File: config.mk
export PLATFORM = sky130hd
export DESIGN_NAME = tx_packet_assembler
export DESIGN_NICKNAME = d
export VERILOG_FILES = /design/src/rtl/tx_packet_assembler.sv
export SDC_FILE = /design/constraint.sdc
export NUM_CORES = 1
export LEC_CHECK = 0
export CORE_MARGIN = 1.5
export CORE_UTILIZATION = 47
export CTS_CLUSTER_DIAMETER = 100
export DETAILED_ROUTE_END_ITERATION = 8
export MAX_ROUTING_LAYER = met4
export PLACE_DENSITY = 0.87
export REMOVE_ABC_BUFFERS = 1
export SKIP_LAST_GASP = 1
export SLEW_MARGIN = 20
export SYNTH_ARGS = -nofsm -noshare
export SYNTH_HDL_FRONTEND = slang
export SYNTH_SLANG_ARGS = --single-unit
File: constraint.sdc
create_clock -name clk_i -period 2.7 [get_ports clk_i]
set_input_delay 0.81 -clock clk_i [delete_from_list [all_inputs] [get_ports clk_i]]
set_output_delay 0.81 -clock clk_i [all_outputs]
set_load 0.01 [all_outputs]
File: src/rtl/tx_packet_assembler.sv
// Transmit packet assembler: frames payload as STP/payload/END and emits SKP, TS1, TS2
// and EIOS ordered sets as a BYTES-wide K/D character stream with registered outputs.
module tx_packet_assembler #(
    parameter int BYTES = 4
) (
    input  logic               clk_i,
    input  logic               rst_i,
    input  logic [8*BYTES-1:0] in_data_i,
    input  logic               in_valid_i,
    input  logic               in_last_i,
    output logic               in_ready_o,
    input  logic               os_req_i,
    input  logic [1:0]         os_type_i,
    input  logic [7:0]         ts_link_i,
    input  logic [7:0]         ts_lane_i,
    input  logic [7:0]         ts_nfts_i,
    input  logic [7:0]         ts_rate_i,
    input  logic [7:0]         ts_ctrl_i,
    output logic               os_ack_o,
    output logic [8*BYTES-1:0] out_data_o,
    output logic [BYTES-1:0]   out_k_o,
    output logic               out_valid_o,
    input  logic               out_ready_i
);

    localparam int         W      = 8*BYTES;
    localparam bit         ONE    = (BYTES == 1);
    localparam logic [7:0] K_COM  = 8'hBC;
    localparam logic [7:0] K_SKP  = 8'h1C;
    localparam logic [7:0] K_STP  = 8'hFB;
    localparam logic [7:0] K_END  = 8'hFD;
    localparam logic [7:0] K_PAD  = 8'hF7;
    localparam logic [7:0] K_IDL  = 8'h7C;
    localparam logic [7:0] D_TS1  = 8'h4A;
    localparam logic [7:0] D_TS2  = 8'h45;
    localparam logic [3:0] OS_LAST_SHORT = 4'(4/BYTES - 1);
    localparam logic [3:0] OS_LAST_TS    = 4'(16/BYTES - 1);

    typedef enum logic [2:0] {S_IDLE, S_OS, S_START, S_DATA, S_TAIL} state_t;

    state_t           r_state, w_state_next;
    logic [W-1:0]     r_out_data, w_out_data_next;
    logic [BYTES-1:0] r_out_k, w_out_k_next;
    logic             r_out_valid, w_out_valid_next;
    logic             r_os_ack, w_os_ack_next;
    logic [7:0]       r_carry, w_carry_next;
    logic [3:0]       r_beat, w_beat_next;
    logic             r_os_ts;
    logic [15:0]      r_os_k;
    logic [7:0]       r_os_sym [16];

    logic             w_slot, w_in_fire, w_os_start, w_is_ts, w_os_last;
    logic [7:0]       w_ts_field [5];
    logic [7:0]       w_os_sym [16];
    logic [15:0]      w_os_k;
    logic [W-1:0]     w_os_beat, w_start_beat, w_data_beat, w_tail_beat;
    logic [BYTES-1:0] w_os_beat_k, w_tail_k;
    logic [7:0]       w_carry_in;

    assign w_slot      = !r_out_valid || out_ready_i;
    assign in_ready_o  = w_slot && (((r_state == S_START) && !ONE) || (r_state == S_DATA));
    assign w_in_fire   = in_valid_i && in_ready_o;
    // The cycle carrying os_ack is skipped so a requester dropping os_req after it is not re-served.
    assign w_os_start  = (r_state == S_IDLE) && os_req_i && !r_os_ack;
    assign w_is_ts     = (os_type_i == 2'd1) || (os_type_i == 2'd2);
    assign w_os_last   = (r_beat == (r_os_ts ? OS_LAST_TS : OS_LAST_SHORT));
    assign w_carry_in  = in_data_i[W-1 -: 8];
    assign w_ts_field  = '{ts_link_i, ts_lane_i, ts_nfts_i, ts_rate_i, ts_ctrl_i};
    assign w_os_k      = {12'h000, {3{!w_is_ts}}, 1'b1};

    genvar gi;
    generate
        for (gi = 0; gi < 16; gi++) begin : g_os_sym
            if (gi == 0) begin : g_com
                assign w_os_sym[gi] = K_COM;
            end else if (gi < 4) begin : g_hdr
                assign w_os_sym[gi] = w_is_ts ? w_ts_field[gi-1]
                                    : ((os_type_i == 2'd3) ? K_IDL : K_SKP);
            end else if (gi < 6) begin : g_ts
                assign w_os_sym[gi] = w_ts_field[gi-1];
            end else begin : g_fill
                assign w_os_sym[gi] = (os_type_i == 2'd2) ? D_TS2 : D_TS1;
            end
        end

        for (gi = 0; gi < BYTES; gi++) begin : g_os_beat
            assign w_os_beat[8*gi +: 8] = r_os_sym[r_beat*4'(BYTES) + 4'(gi)];
            assign w_os_beat_k[gi]      = r_os_k[r_beat*4'(BYTES) + 4'(gi)];
        end

        // STP occupies byte 0, so every later beat is the input shifted up by one byte.
        if (BYTES == 1) begin : g_w1
            assign w_start_beat = K_STP;
            assign w_data_beat  = in_data_i;
            assign w_tail_beat  = K_END;
            assign w_tail_k     = 1'b1;
        end else begin : g_wn
            assign w_start_beat = {in_data_i[W-9:0], K_STP};
            assign w_data_beat  = {in_data_i[W-9:0], r_carry};
            assign w_tail_k     = {{(BYTES-1){1'b1}}, 1'b0};
            if (BYTES == 2) begin : g_t2
                assign w_tail_beat = {K_END, r_carry};
            end else begin : g_t4
                assign w_tail_beat = {{(BYTES-2){K_PAD}}, K_END, r_carry};
            end
        end
    endgenerate

    always_comb begin
        w_state_next     = r_state;
        w_out_data_next  = r_out_data;
        w_out_k_next     = r_out_k;
        w_out_valid_next = r_out_valid;
        w_os_ack_next    = 1'b0;
        w_carry_next     = r_carry;
        w_beat_next      = r_beat;
        case (r_state)
            S_IDLE: begin
                if (w_slot) w_out_valid_next = 1'b0;
                if (w_os_start) begin
                    w_state_next = S_OS;
                    w_beat_next  = 4'd0;
                end else if (in_valid_i) begin
                    w_state_next = S_START;
                end
            end
            S_OS: begin
                if (w_slot) begin
                    w_out_data_next  = w_os_beat;
                    w_out_k_next     = w_os_beat_k;
                    w_out_valid_next = 1'b1;
                    if (w_os_last) begin
                        w_os_ack_next = 1'b1;
                        w_beat_next   = 4'd0;
                        w_state_next  = S_IDLE;
                    end else begin
                        w_beat_next = r_beat + 4'd1;
                    end
                end
            end
            S_START: begin
                if (ONE) begin
                    if (w_slot) begin
                        w_out_data_next  = w_start_beat;
                        w_out_k_next     = BYTES'(1);
                        w_out_valid_next = 1'b1;
                        w_state_next     = S_DATA;
                    end
                end else if (w_in_fire) begin
                    w_out_data_next  = w_start_beat;
                    w_out_k_next     = BYTES'(1);
                    w_out_valid_next = 1'b1;
                    w_carry_next     = w_carry_in;
                    w_state_next     = in_last_i ? S_TAIL : S_DATA;
                end
            end
            S_DATA: begin
                if (w_in_fire) begin
                    w_out_data_next  = w_data_beat;
                    w_out_k_next     = '0;
                    w_out_valid_next = 1'b1;
                    w_carry_next     = w_carry_in;
                    if (in_last_i) w_state_next = S_TAIL;
                end else if (w_slot) begin
                    w_out_valid_next = 1'b0;
                end
            end
            S_TAIL: begin
                if (w_slot) begin
                    w_out_data_next  = w_tail_beat;
                    w_out_k_next     = w_tail_k;
                    w_out_valid_next = 1'b1;
                    w_state_next     = S_IDLE;
                end
            end
            default: w_state_next = S_IDLE;
        endcase
    end

    always_ff @(posedge clk_i) begin
        if (rst_i) begin
            r_state     <= S_IDLE;
            r_out_data  <= '0;
            r_out_k     <= '0;
            r_out_valid <= 1'b0;
            r_os_ack    <= 1'b0;
            r_carry     <= 8'h00;
            r_beat      <= 4'd0;
            r_os_ts     <= 1'b0;
            r_os_k      <= 16'h0000;
            for (int i = 0; i < 16; i++) r_os_sym[i] <= 8'h00;
        end else begin
            r_state     <= w_state_next;
            r_out_data  <= w_out_data_next;
            r_out_k     <= w_out_k_next;
            r_out_valid <= w_out_valid_next;
            r_os_ack    <= w_os_ack_next;
            r_carry     <= w_carry_next;
            r_beat      <= w_beat_next;
            if (w_os_start) begin
                r_os_ts <= w_is_ts;
                r_os_k  <= w_os_k;
                for (int i = 0; i < 16; i++) r_os_sym[i] <= w_os_sym[i];
            end
        end
    end

    assign out_data_o  = r_out_data;
    assign out_k_o     = r_out_k;
    assign out_valid_o = r_out_valid;
    assign os_ack_o    = r_os_ack;

endmodule

==> results of run 1 <==
## critical path, cell delays in order
cell and delay, ns:
sky130_fd_sc_hd__clkdlybuf4s50_1 0.48, sky130_fd_sc_hd__nor2b_1 0.06, sky130_fd_sc_hd__nor2_1 0.14, sky130_fd_sc_hd__dlygate4sd2_1 0.28
## state kept, by name, summed over array words and instances, names as in the netlist, named ones only
register and count:
r_carry 8, r_os_sym 49, r_beat 4, os_ack_o 1, r_os_ts 1, out_k_o 2
r_state 3, out_valid_o 1, r_os_k 2, out_data_o 32
## cells by family after synthesis
family / after synthesis / share of synthesized area, %
compound gates: 153 / 20.17
mux: 23 / 5.844
simple gates: 167 / 16.84
buf+inv: 52 / 4.725
xor+xnor: 2 / 0.3482
fa+ha+maj: 3 / 0.7462
flops: 105 / 51.33
## per-layer routing
metal  vias up  track usage, %  wire, um
li1       2087               -         -
met1      2083           30.08      5337
met2       296           42.44      6692
met3        37           3.250      1245
met4         0           11.14       437
met5         -               -         0
## synthesized netlist by cell type, types with 11 or more instances
cell type,number
sky130_fd_sc_hd__mux2i_1,17
sky130_fd_sc_hd__a311oi_1,11
sky130_fd_sc_hd__nand2_1,32
sky130_fd_sc_hd__dfxtp_1,57
sky130_fd_sc_hd__buf_2,16
sky130_fd_sc_hd__and2_1,27
sky130_fd_sc_hd__o22ai_1,25
sky130_fd_sc_hd__nor2_1,50
sky130_fd_sc_hd__o21ai_0,15
sky130_fd_sc_hd__a21oi_1,50
sky130_fd_sc_hd__nand2b_1,23
sky130_fd_sc_hd__clkbuf_1,17
sky130_fd_sc_hd__edfxtp_1,48
## cell type report
type	instances	area, um^2
repair buffers	145	1420
clock inverters	7	86.33
flip-flops and latches	105	2582
fillers	796	3742
clock buffers	9	123.9
well taps	136	170.2
multi-input cells	348	2211
inverters	9	33.78
## how the worst max path moves through the flow
| stage | end | slack [ns] | cells after the start |
|---|---|---|---|
| 6_report | in_ready_o | 0.11 | 4 |
| 5_1_grt | in_ready_o | 0.04 | 4 |
| 4_1_cts | in_ready_o | 0.11 | 4 |
| 3_5_place_dp | in_ready_o | -0.15 | 4 |
| 3_3_place_gp | in_ready_o | -0.13 | 4 |
| 2_1_floorplan | out_data_o[10] | -0.05 | 4 |
## stage by stage
step	total power, mW	hold slack, ns	cells	utilization (%)
2_1_floorplan	2.985	0.4374	462	-
3_3_place_gp	3.682	0.4506	743	61.90
3_5_place_dp	3.755	0.4727	743	61.90
4_1_cts	4.750	0.4885	759	63.91
5_1_grt	4.981	0.5036	759	63.91
6_report	4.777	0.4877	759	63.91
## report_power, final
group,leakage (nW),switching [mW],internal (mW),total (mW)
sequential,0.981,0.202,1.96,2.16
clock,0.109,0.577,0.449,1.03
combinational,1.37,0.799,0.794,1.59
total,2.46,1.58,3.20,4.78
==> impl_results.rst, run 1 <==
.. list-table::
   :header-rows: 1

   * - Metric
     - Value
   * - Worst R2R End
     - out_data_o[9]
   * - Worst IR drop on VDD
     - 316.3 uV
   * - Worst-case setup slack after placement
     - -0.1513 ns
   * - CTS tree
     - yes
   * - Clock Sink Count
     - 105
   * - Run status
     - completed
   * - Minimum setup slack in the final design
     - 0.1137 ns
   * - Worst hold start
     - out_data_o[24]
   * - Clock latency at the later pin of the worst-skew pair
     - 0.38 ns
   * - Std cell rows
     - 37
   * - Endpoint, Worst Hold
     - out_data_o[24]
   * - Total I/O pin count
     - 119
   * - Post-synth EDFFs
     - 48
   * - Hold buffer count at CTS
     - 0
   * - Post-synthesis sequential element count
     - 105
   * - Endpoint kind of the worst setup timing path
     - output pin
   * - Placed standard-cell area
     - 6419 um^2
   * - Sequential-to-total area share from yosys stat
     - 51.33%
   * - Worst slew margin relative to its limit
     - 29.81%
   * - Slew of the pin with the lowest slew margin
     - 1.051 ns
   * - DR WL/cell
     - 18.07 um
   * - Number of unique standard cell types used by synthesis
     - 54
   * - Remaining Overflow, GRT
     - 0
   * - Antenna violations before repair
     - 0
   * - Power per unit of standard cell area
     - 720.8 nW/um^2
   * - Count of routing violations after the opening detailed-route iteration
     - 377
   * - Top cell type's share of synthesized area
     - 28.65%
   * - Leakage dissipation
     - 2.463 nW
   * - Proportion of synthesized flip-flops having asynchronous set or reset
     - 0%
   * - Mean cell area of the mapped netlist
     - 9.963 um^2
   * - First-pass GRT wire length
     - 21.36 mm
   * - Fraction of layout cells with a size suffix above 1
     - 9.149%
   * - Clock transition at the register clock pins on the worst setup and hold paths after CTS
     - 0.11 ns
   * - Synth top area cells
     - sky130_fd_sc_hd__edfxtp_1 29%, sky130_fd_sc_hd__dfxtp_1 23%, sky130_fd_sc_hd__a21oi_1 5.0%
   * - Number of vias per cell
     - 5.933
   * - Die extent in x
     - 106.5 um
   * - DRC violations left
     - 0
   * - Crit path DAT
     - 1.78 ns
   * - Overall global routing resource usage
     - 25.09%
   * - Post-synthesis to final-layout area growth
     - 31.73%
   * - Overall routed net length
     - 13.71 mm
   * - Worst Path Max Fanout
     - 2
   * - Most frequent standard cell in the layout excluding fill and tap cells
     - sky130_fd_sc_hd__clkdlybuf4s50_1
   * - Half-perimeter wire length after detailed placement
     - 9.753 mm
   * - Cell area after synthesis
     - 5031 um^2
   * - Most used flip-flop cell after synthesis
     - sky130_fd_sc_hd__dfxtp_1
   * - Flop-to-flop setup slack
     - 0.43 ns
   * - Fraction of the cycle the final worst path needs
     - 95.79%
   * - Largest area contributor in the synthesized netlist
     - sky130_fd_sc_hd__edfxtp_1
   * - Total Nets Final
     - 701
   * - Number of buffers inserted to repair setup after CTS
     - 0
   * - Number of max-slew violations in the final report
     - 0
   * - Number of detailed-routing iterations run before antenna repair
     - 5
   * - Number of hold violations in the final report
     - 0
   * - Time the final worst path needs with I/O delays and setup
     - 2.586 ns
   * - Core Region
     - 10370 um^2
   * - Maximum clock frequency
     - 386.7 MHz
   * - Via count
     - 4503
   * - Count of mapped cells out of synthesis
     - 505
   * - RR Startpoint
     - r_state[2]
   * - Vertical die dimension
     - 106.5 um
   * - Launching element type of the critical path
     - input pin
   * - Warning count from the yosys run
     - 0
   * - Post-route cell area
     - 6628 um^2
   * - Post-route antenna net violation count
     - 0
   * - Clock root buffer master
     - sky130_fd_sc_hd__clkbuf_8
   * - Die area
     - 11330 um^2
   * - Number of levels in the clock H-tree
     - 3
   * - Unrepaired setup endpoints after global routing
     - no
   * - Total negative slack for setup checks
     - 0 ns
   * - Maximum clock skew at final layout
     - 0.01232 ns
   * - Total CTS buffers
     - 9
   * - Vias in the first global route
     - 4331
   * - Number of max-cap violations
     - 0
   * - Highest-count cells in the layout ignoring fill and taps
     - 117 x sky130_fd_sc_hd__clkdlybuf4s50_1, 57 x sky130_fd_sc_hd__dfxtp_1, 50 x sky130_fd_sc_hd__nor2_1, 50 x sky130_fd_sc_hd__a21oi_1, 48 x sky130_fd_sc_hd__edfxtp_1
   * - Initial Utilization
     - 48.52%
   * - Hold Path Class
     - flip-flop to flip-flop
   * - Maximum buffer depth of the clock tree
     - 2
   * - Cell depth of the worst flop-to-flop path
     - 5
   * - Final Setup Violations
     - 0
   * - Port-buffer cells
     - 118
   * - Antenna diode instance count
     - 0
   * - Largest net degree at the start of global routing
     - 40
   * - Worst setup path startpoint
     - out_ready_i
   * - Number of gates resized after CTS
     - 1
   * - Depth of the worst hold-timing path
     - 2
   * - Kind of critical path
     - input pin to output pin
   * - Critical Path RT
     - 1.89 ns
   * - GP Congestion
     - 0.9032
Power figures use the tool's default switching activity.
==> run 2, diff against run 1 <==
Settings changed: CTS_CLUSTER_DIAMETER 100 to 40, SLEW_MARGIN 20 to 15.
==> results of run 2 <==
No change in the layout: final DEF, timing and power equal those of run 1.
==> run 3, diff against run 2 <==
Settings changed: CAP_MARGIN set to 0, GPL_ROUTABILITY_DRIVEN set to 0.
==> results of run 3 <==
No change in the layout: final DEF, timing and power equal those of run 1.
==> variant (flow settings as in run 1) <==
Re-encode `state_t` (5 states) as one-hot, 5 bits wide.
--- a/src/rtl/tx_packet_assembler.sv
+++ b/src/rtl/tx_packet_assembler.sv
@@ -36,7 +36,7 @@
     localparam logic [3:0] OS_LAST_SHORT = 4'(4/BYTES - 1);
     localparam logic [3:0] OS_LAST_TS    = 4'(16/BYTES - 1);
 
-    typedef enum logic [2:0] {S_IDLE, S_OS, S_START, S_DATA, S_TAIL} state_t;
+    typedef enum logic [4:0] {S_IDLE = 5'b00001, S_OS = 5'b00010, S_START = 5'b00100, S_DATA = 5'b01000, S_TAIL = 5'b10000} state_t;
 
     state_t           r_state, w_state_next;
     logic [W-1:0]     r_out_data, w_out_data_next;
Function: no difference found for any inputs over 4 cycles, from zero or initial values and one cycle with rst_i high; so few cycles prove little.
==> variant against run 1 <==
Register-to-register slack worse by 0.03 ns. Setup slack better by 0.069 ns. Final area down 0.64%. Synthesized cell count up 0.79%. Core utilization down 0.13 points. Area after synthesis down 0.67%. Final cell count up 0.26%. Global-route usage down 0.66 points. Sequential cell count up 2. Via count down 3.1%. Routed wire length down 3.9%. Critical path type unchanged.
Power is not compared: it rests on default switching activity, and its combinational part moved more than twofold at a synthesized area within 25%.
==> variant: results (changes against run 1) <==
Initial drt markers = 180 (was 377)
Final #Nets = 703 (was 701)
Top cells by area, synth = edfxtp_1 29%, dfxtp_1 24%, nor2_1 5.3% (was edfxtp_1 29%, dfxtp_1 23%, a21oi_1 5.0%)
Clk_skew = 0.0148 ns (was 0.0123 ns)
Synth unique cells = 44 (was 54)
R2r setup slk = 0.40 ns (was 0.43 ns)
Number of global-route vias before repair = 4,241 (was 4,331)
Post-Synthesis Cells = 509 (was 505)
Status = finished clean (unchanged)
WHS = 0.462 ns (was 0.488 ns)
Largest net degree at the start of global routing = 42 (was 40)
Top cells by count, synth = 71 x nor2_1, 59 x dfxtp_1, 48 x a21oi_1, 48 x edfxtp_1, 40 x nand2_1 (was 57 x dfxtp_1, 50 x a21oi_1, 50 x nor2_1, 48 x edfxtp_1, 32 x nand2_1)
M1 wire length = 5220 um (was 5340 um)
Post-synthesis mux area share = 7.04% (was 5.84%)
Worst R2R End = out_data_o[10]$_SDFFE_PP0P_ (was out_data_o[9]$_SDFFE_PP0P_)
Final Power = 3.55 mW
DP HPWL = 9550 um (was 9750 um)
Met2 routed WL = 6730 um (was 6690 um)
F_max = 397 MHz (was 387 MHz)
Count leader, synth = nor2_1 (was dfxtp_1)
FF-to-FF path depth = 6 (was 5)
Arr. time, crit path = 1.71 ns (was 1.78 ns)
GRT Total Usage = 24.4% (was 25.1%)
Average wire per standard cell = 17.3 um (was 18.1 um)
Global placer's final weighted congestion = 0.912 (was 0.903)
First-pass GRT wire length = 20,700 um (was 21,400 um)
Worst path max stage delay = 0.41 ns (was 0.48 ns)
Placed Cells = 745 (was 743)
Adder-cell share of the synthesized area = 0.751% (was 0.746%)
Hold Crit Endpoint = out_k_o[0]$_SDFFE_PP0P_ (was out_data_o[24]$_SDFFE_PP0P_)
Reg2reg start = r_state[3]$_SDFFE_PP0P_ (was r_state[2]$_SDFFE_PP0P_)
Final WL = 13,200 um (was 13,700 um)
Worst slew pin tran = 0.728 ns (was 1.05 ns)
Min-delay src = out_k_o[0]$_SDFFE_PP0P_ (was out_data_o[24]$_SDFFE_PP0P_)
Sequential area share after synthesis = 52.5% (was 51.3%)
Xor-xnor portion of the synthesized cell area = 0.876% (was 0.348%)
Dpl cell area = 6380 um^2 (was 6420 um^2)
==> variant: cell count changes after synthesis, sizes merged, moves of 7 or more <==
cell / delta
inv: +7
nand2b: -13
a221oi: +10
clkbuf: +8
a311oi: -10
nor2: +21
and3: +7
o22ai: -25
nor3: +12
or3: +11
nand2: +8
buf: -11
and2: -8
==> variant: layout make-up <==
| cell class | instances | area [um^2] |
|---|---|---|
| fill | 819 | 3740 |
| sequential | 107 | 2620 |
| multi-input combinational | 346 | 2160 |
| timing repair buffer | 140 | 1370 |
| tap | 136 | 170 |
| clock buffer | 9 | 124 |
| clock inverter | 7 | 81.3 |
| inverter | 16 | 60.1 |
==> variant: repair_timing <==
item                       4_1_cts  5_1_grt
hold buffers                     0        0
setup endpoints to repair        1        0
gates resized for setup          1        0
==> variant: layer usage <==
metal | vias to the layer above | global-route usage (%)
li1 | 2047 | -
met1 | 2063 | 28.6
met2 | 221 | 41.8
met5 | - | -
met4 | 0 | 11.4
met3 | 34 | 3.25
